File: config.mk
export PLATFORM = sky130hd
export DESIGN_NAME = frame_cmd_sequencer
export DESIGN_NICKNAME = d
export VERILOG_FILES = /design/src/rtl/frame_cmd_pkg.sv /design/src/rtl/cmd_fifo.sv /design/src/rtl/frame_cmd_sequencer.sv
export SDC_FILE = /design/constraint.sdc
export NUM_CORES = 2
export LEC_CHECK = 0
export BUFFER_PORTS_ARGS = -buffer_cell sky130_fd_sc_hd__clkbuf_2
export CAP_MARGIN = 5
export CORE_AREA = 2 2 385 387
export DETAILED_ROUTE_END_ITERATION = 10
export DIE_AREA = 0 0 387 389
export GPL_ROUTABILITY_DRIVEN = 0
export PLACE_DENSITY = 0.82
export REMOVE_ABC_BUFFERS = 1
export SLEW_MARGIN = 0
export SYNTH_ARGS = -nofsm -noshare
export SYNTH_HDL_FRONTEND = slang
export SYNTH_SLANG_ARGS = --single-unit
export TNS_END_PERCENT = 100
File: constraint.sdc
create_clock -name clk -period 3.8 [get_ports clk]
set_input_delay 0.19 -clock clk [delete_from_list [all_inputs] [get_ports clk]]
set_output_delay 0.19 -clock clk [all_outputs]
set_load 0.01 [all_outputs]
File: src/rtl/frame_cmd_pkg.sv
// Shared definitions for the frame command sequencer.
// Command word layout, info codes and FSM state encoding.
package frame_cmd_pkg;

    localparam int CMD_W     = 32;
    localparam int ID_LSB    = 26;
    localparam int CHILD_LSB = 21;
    localparam int INFO_LSB  = 17;
    localparam int TYPE_LSB  = 14;
    localparam int BUF_BIT   = 13;
    localparam int MSG_LSB   = 0;

    localparam logic [3:0] INFO_UPDATE = 4'h1;
    localparam logic [3:0] INFO_SWAP   = 4'hF;
    localparam logic [3:0] INFO_NOP    = 4'h0;

    localparam logic [CMD_W-1:0] CMD_IDLE = 32'h0;

    typedef enum logic [1:0] {
        S_IDLE,
        S_ISSUE,
        S_WAIT_VB,
        S_SWAP
    } state_t;

    // Swap broadcast aimed at the current back buffer.
    function automatic logic [CMD_W-1:0] swap_word(input logic front);
        logic [CMD_W-1:0] w;
        w = CMD_IDLE;
        w[INFO_LSB +: 4] = INFO_SWAP;
        w[BUF_BIT] = ~front;
        return w;
    endfunction

    // Redirect a queued command to the current back buffer.
    function automatic logic [CMD_W-1:0] steer(
        input logic [CMD_W-1:0] cmd,
        input logic             front
    );
        logic [CMD_W-1:0] w;
        w = cmd;
        w[BUF_BIT] = ~front;
        return w;
    endfunction

endpackage

File: src/rtl/cmd_fifo.sv
// Synchronous first-word-fall-through FIFO for queued commands.
// Head entry is visible on rd_data whenever empty is low.
module cmd_fifo #(
    parameter int DEPTH = 64,
    parameter int WIDTH = 33,
    parameter int AW    = $clog2(DEPTH)
) (
    input  logic             clk,
    input  logic             reset,
    input  logic             push,
    input  logic             pop,
    input  logic [WIDTH-1:0] wr_data,
    output logic [WIDTH-1:0] rd_data,
    output logic [AW:0]      count,
    output logic             full,
    output logic             empty
);

    logic [WIDTH-1:0] mem [DEPTH];
    logic [AW-1:0]    wr_ptr;
    logic [AW-1:0]    rd_ptr;
    logic [AW:0]      count_n;
    logic             do_push;
    logic             do_pop;

    // A push on a full FIFO is accepted only when a pop frees a slot.
    assign do_pop  = pop && !empty;
    assign do_push = push && (!full || do_pop);
    assign rd_data = mem[rd_ptr];

    // Next occupancy from the accepted push/pop pair.
    always_comb begin
        count_n = count;
        if (do_push && !do_pop) begin
            count_n = count + 1'b1;
        end else if (!do_push && do_pop) begin
            count_n = count - 1'b1;
        end
    end

    // Storage array write port.
    always_ff @(posedge clk) begin
        if (do_push) begin
            mem[wr_ptr] <= wr_data;
        end
    end

    // Pointers and registered occupancy flags.
    always_ff @(posedge clk) begin
        if (reset) begin
            wr_ptr <= '0;
            rd_ptr <= '0;
            count  <= '0;
            full   <= 1'b0;
            empty  <= 1'b1;
        end else begin
            if (do_push) begin
                wr_ptr <= wr_ptr + 1'b1;
            end
            if (do_pop) begin
                rd_ptr <= rd_ptr + 1'b1;
            end
            count <= count_n;
            full  <= (count_n == (AW+1)'(DEPTH));
            empty <= (count_n == '0);
        end
    end

endmodule

File: src/rtl/frame_cmd_sequencer.sv
// Sprite pipeline front end: queues HPS commands and replays them
// onto the component bus, holding buffer swaps for vertical blanking.
module frame_cmd_sequencer
    import frame_cmd_pkg::*;
#(
    parameter int DEPTH        = 64,
    parameter int VBLANK_START = 480
) (
    input  logic        clk,
    input  logic        reset,
    input  logic        chipselect,
    input  logic        write,
    input  logic        read,
    input  logic [1:0]  address,
    input  logic [31:0] writedata,
    output logic [31:0] readdata,
    input  logic [9:0]  vcount,
    output logic [31:0] cmd_out,
    output logic        front_buf
);

    localparam int AW = $clog2(DEPTH);

    state_t      state;
    logic        blank_used;
    logic        overflow;
    logic [AW:0] marker_cnt;

    logic        wr_en;
    logic        push;
    logic        is_commit;
    logic [32:0] push_data;
    logic        pop;
    logic [32:0] head;
    logic [AW:0] fifo_count;
    logic        fifo_full;
    logic        fifo_empty;
    logic        push_ok;
    logic        in_vblank;
    logic        swap_pending;
    logic [6:0]  fill;

    assign wr_en     = chipselect && write;
    assign is_commit = (address == 2'd1);
    assign push      = wr_en && (address == 2'd0 || is_commit);
    assign push_data = is_commit ? {1'b1, CMD_IDLE} : {1'b0, writedata};
    assign pop       = !fifo_empty && (state != S_WAIT_VB);
    assign push_ok   = push && (!fifo_full || pop);
    assign in_vblank = (vcount >= 10'(VBLANK_START));
    assign fill      = 7'(fifo_count);

    assign swap_pending = (marker_cnt != '0) || (state == S_WAIT_VB);

    cmd_fifo #(
        .DEPTH (DEPTH),
        .WIDTH (33)
    ) u_fifo (
        .clk     (clk),
        .reset   (reset),
        .push    (push),
        .pop     (pop),
        .wr_data (push_data),
        .rd_data (head),
        .count   (fifo_count),
        .full    (fifo_full),
        .empty   (fifo_empty)
    );

    // Status word reflects pre-write state of the current cycle.
    always_comb begin
        readdata = '0;
        if (chipselect && read) begin
            readdata[6:0] = fill;
            readdata[8]   = front_buf;
            readdata[9]   = swap_pending;
            readdata[10]  = overflow;
        end
    end

    // Sticky overflow: set on a dropped push, cleared by address 2.
    always_ff @(posedge clk) begin
        if (reset) begin
            overflow <= 1'b0;
        end else if (push && fifo_full && !pop) begin
            overflow <= 1'b1;
        end else if (wr_en && address == 2'd2) begin
            overflow <= 1'b0;
        end
    end

    // Count of commit markers still sitting in the queue.
    always_ff @(posedge clk) begin
        if (reset) begin
            marker_cnt <= '0;
        end else begin
            case ({push_ok && is_commit, pop && head[32]})
                2'b10:   marker_cnt <= marker_cnt + 1'b1;
                2'b01:   marker_cnt <= marker_cnt - 1'b1;
                default: marker_cnt <= marker_cnt;
            endcase
        end
    end

    // Issue FSM: one entry per cycle, swaps gated to one per blanking.
    always_ff @(posedge clk) begin
        if (reset) begin
            state      <= S_IDLE;
            cmd_out    <= CMD_IDLE;
            front_buf  <= 1'b0;
            blank_used <= 1'b0;
        end else begin
            case (state)
                S_WAIT_VB: begin
                    if (in_vblank && !blank_used) begin
                        state      <= S_SWAP;
                        cmd_out    <= swap_word(front_buf);
                        front_buf  <= ~front_buf;
                        blank_used <= 1'b1;
                    end else begin
                        cmd_out <= CMD_IDLE;
                        if (!in_vblank) begin
                            blank_used <= 1'b0;
                        end
                    end
                end
                default: begin
                    if (!in_vblank) begin
                        blank_used <= 1'b0;
                    end
                    if (pop && head[32]) begin
                        state   <= S_WAIT_VB;
                        cmd_out <= CMD_IDLE;
                    end else if (pop) begin
                        state   <= S_ISSUE;
                        cmd_out <= steer(head[31:0], front_buf);
                    end else begin
                        state   <= S_IDLE;
                        cmd_out <= CMD_IDLE;
                    end
                end
            endcase
        end
    end

endmodule

==> run_results.csv <==
group,metric,value,unit
detailed_routing,drtIter0Drc,8037,
yosys,syn_area,0.0816,sq mm
detailed_routing,totalWireLength,234000,um
yosys,ys_types,64,
yosys,yosys-top-cells-count,"edfxtp_1 (2048), mux4_2 (602), nor2_1 (113)",
yosys,synth-compound-area-share,0.0160,
global_routing,grt_max_degree,169,
cts,clockBufferDepth,3,
placed_design,dpl.cell_count,5535,
detailed_routing,ant_nets,0,
sta,final.setup.tns,-0.0469,ns
global_routing,grt_usage,0.312,
layout,post-route-cell-area,0.0929,sq mm
critical_path,ff2ff_path_depth,17,
yosys,netlist.top_cell.by_area,"edfxtp_1",
job,maxCapViolCount,0,
critical_path,cp_max_fo,16,
yosys,synth_most_common_cell,"edfxtp_1",
sta,hold-worst-slack,0.0947,ns
placed_design,numPortBuffers,85,
yosys,syn_area_per_cell,23.4,sq um
cts,clk_latency,0.86,ns
pwr,power_leakage,27.6,nW
sta,relSlewSlack,0.0998,
yosys,yosys-mux-area-fraction,0.176,
sta,min_period,3.85,ns
detailed_routing,drt-vias-per-instance,7.24,
critical_path,crit_slowest_cell,"a31oi_1",
floorplan,die-height,389,um
yosys,synth_edf_count,2048,
critical_path,start_kind,"flip-flop",
layout,nets,3882,
floorplan,coreArea,0.147,sq mm
detailed_routing,num_vias,42900,
min_path,hp-class,"in -> reg",
global_routing,antenna_found_initial,7,
critical_path,cp_slowest_stage_delay,0.47,ns
placed_design,dp_hpwl,116000,um
detailed_routing,drc,0,
critical_path,r2r_slack,-0.05,ns
yosys,yosysSeqAreaShare,0.771,
yosys,synth.ff_latch_count,2119,
critical_path,crit_type,"reg -> reg",
pwr,total_power,56.9,mW
yosys,ys.flop_type,"edfxtp_1",
floorplan,fp-row-count,141,
run_status,violations,"negative setup slack",
layout,synthToLayoutAreaGrowth,13.9,%
sta,min_period_over_period,1.01,
sta,skew,0.0532,ns
critical_path,endpoint,"marker_cnt[6]",
cts,cts_sinks,2119,
critical_path,critPathArrivalTime,4.58,ns
pwr,peakVddDrop,0.562,mV
global_routing,overflow,0,
floorplan,pin_count,114,
yosys,yosys-top-cells-area,"edfxtp_1 (75%), mux4_2 (17%), dfxtp_1 (1.7%)",
min_path,hp-start,"address[1]",
cts,h-tree-depth,4,
critical_path,crit_family,"simple AND/OR/NAND/NOR gates",
sta,fin_ws,-0.0469,ns
detailed_routing,avgRoutedWirePerCell,39.5,um
sta,finalSetupViolations,1,
detailed_routing,met3_length,33000,um
critical_path,crit_required,4.53,ns
run_status,status,"finished with violations",
detailed_routing,drt_first_pass_iters,8,
detailed_routing,dr_wl_met2,111000,um
global_routing,grt_pass1_wl,327000,um
detailed_routing,wl_met1,73900,um
layout,final_cells,5924,
sta,maxSlewViolCount,0,
yosys,synth_top_area_share,0.754,
sta,max_freq,260,MHz
global_routing,grt_pass1_vias,43000,
cts,clockRootBuffer,"clkbuf_16",
pwr,cellPowerDensity,613,mW/mm^2
cts,path_clk_slew,0.06,ns
cts,numCtsBuffers,198,
yosys,synth_cells,3494,
floorplan,initial_core_util,0.557,
critical_path,crit_chain,"nor2_1 -> nand3_1 -> and4_1 -> a31oi_1 -> a2111oi_4 -> or2_4 -> nor2_4 -> ha_4 -> inv_4 -> fa_2 -> nor2b_4 -> o21ai_2 -> nand2b_1 -> a21o_1 -> a21oi_2 -> mux2i_1 -> mux2_2",
critical_path,cp-end-kind,"flip-flop",
floorplan,dieWidth,387,um
sta,rsz0062_at_grt,"true",
yosys,ys_async_sr_fraction,0,
cts,cts_tree,"yes",
critical_path,worstReg2RegEnd,"marker_cnt[6]",
yosys,synth_simple_gate_area_share,0.0183,
floorplan,dieArea,0.151,sq mm
detailed_routing,dr.max_layer_used,"met5",
layout,layout-drive-gt1-share,0.347,
yosys,synth_adder_area_share,0.00178,
yosys,yosysWarnings,0,
yosys,synth_xor_area_frac,0.00204,
sta,hold_violations,0,
critical_path,cp.buffers_inverters,1,
critical_path,crit_cells,17,
yosys,synth_top_family_by_area,"multiplexers",
sta,tightest_slew,1.35,ns
placed_design,dpl-instance-area,0.0862,sq mm
## metal layers
metal	global-route usage	vias up
met5	0	-
met4	0.181	4
met3	0.0875	902
met2	0.491	4555
met1	0.392	21900
li1	-	15500
## cells by family (layout without fill, tap and decap cells)
logic type                 after synthesis  after routing
AOI/OAI and AO/OA                      148            148
xor gates and xnor gates                19             19
adders and majority gates               11             11
buffers and inverters                  224            698
DFF                                   2119           2119
muxes                                  677            677
other                                    1             27
and+or+nand+nor                        295            295
## cell usage in the layout (no fill, tap or decap), types with 11 or more instances in the layout
| cell | n |
|---|---|
| edfxtp_1 | 2048 |
| mux4_2 | 602 |
| clkbuf_16 | 202 |
| buf_4 | 166 |
| clkbuf_2 | 85 |
| nor2_4 | 65 |
| dfxtp_1 | 65 |
| mux2i_1 | 56 |
| buf_12 | 55 |
| a211oi_2 | 53 |
| nor2_1 | 48 |
| clkinv_1 | 44 |
| clkbuf_1 | 42 |
| clkinv_2 | 35 |
| and2_2 | 31 |
| nand2_1 | 28 |
| and2_1 | 25 |
| conb_1 | 22 |
| nand3_1 | 19 |
| a21oi_1 | 19 |
| mux2_2 | 18 |
| bufinv_16 | 17 |
| nor3_1 | 13 |
| and3_1 | 12 |
| o21ai_0 | 11 |
| nor2b_1 | 11 |
## final cells by class
cell class	count	area, sq um
diodes	5	12.5
clock buffers	252	5320
clock inverters	115	1120
fillers	8609	53700
inverters	12	48.8
multi-input cells	1172	18100
flip-flops and latches	2119	62900
well taps	1930	2410
repair buffers	319	2910
## worst min-delay path by stage
stage	cells after the start	slack, ns	end
finish	5	0.09	u_fifo.count[1]
global route	5	0.16	u_fifo.count[1]
CTS	5	0.05	u_fifo.count[1]
detailed placement	2	0.47	overflow
global placement	2	0.46	flip-flop
floorplan	1	0.26	u_fifo.wr_ptr[5]
## report_power, final
group / internal (mW) / total (mW) / switching, mW
Sequential: 25.9 / 26.0 / 0.181
Clock: 11.1 / 19.9 / 8.83
Combinational: 5.44 / 11.0 / 5.52
Total: 42.4 / 56.9 / 14.5
## sequential cells by signal, summed over array words and instances, names as in the netlist, named ones only
signal	flops
blank_used	1
cmd_out	32
front_buf	1
marker_cnt	7
overflow	1
state	2
u_fifo.count	7
u_fifo.empty	1
u_fifo.full	1
u_fifo.mem	2048
u_fifo.rd_ptr	6
u_fifo.wr_ptr	6
## stage by stage
step,util,worst slack (ns)
finish,0.634,-0.0469
CTS,0.633,-0.0960
global route,0.634,-0.121
global placement,0.588,-0.0631
detailed placement,0.588,-0.239
floorplan,-,-21.41
## worst reg2reg max path, delay by kind of cell (launching register included)
family	cells	cell delay [ns]
fa+ha+maj	2	0.57
simple gates	7	1.39
compound gates	5	0.80
flops	1	0.42
buf+inv	1	0.05
mux	2	0.50
## repair_timing
item | 4_1_cts | 5_1_grt
setup endpoints to repair | 10 | 3
gates resized for setup | 9 | 16
hold buffers | 9 | 0
buffers inserted | 4 | 4
endpoints found under the hold margin | 49 | 0
pin swaps | 4 | 8
(Power assumes the default switching activity.)
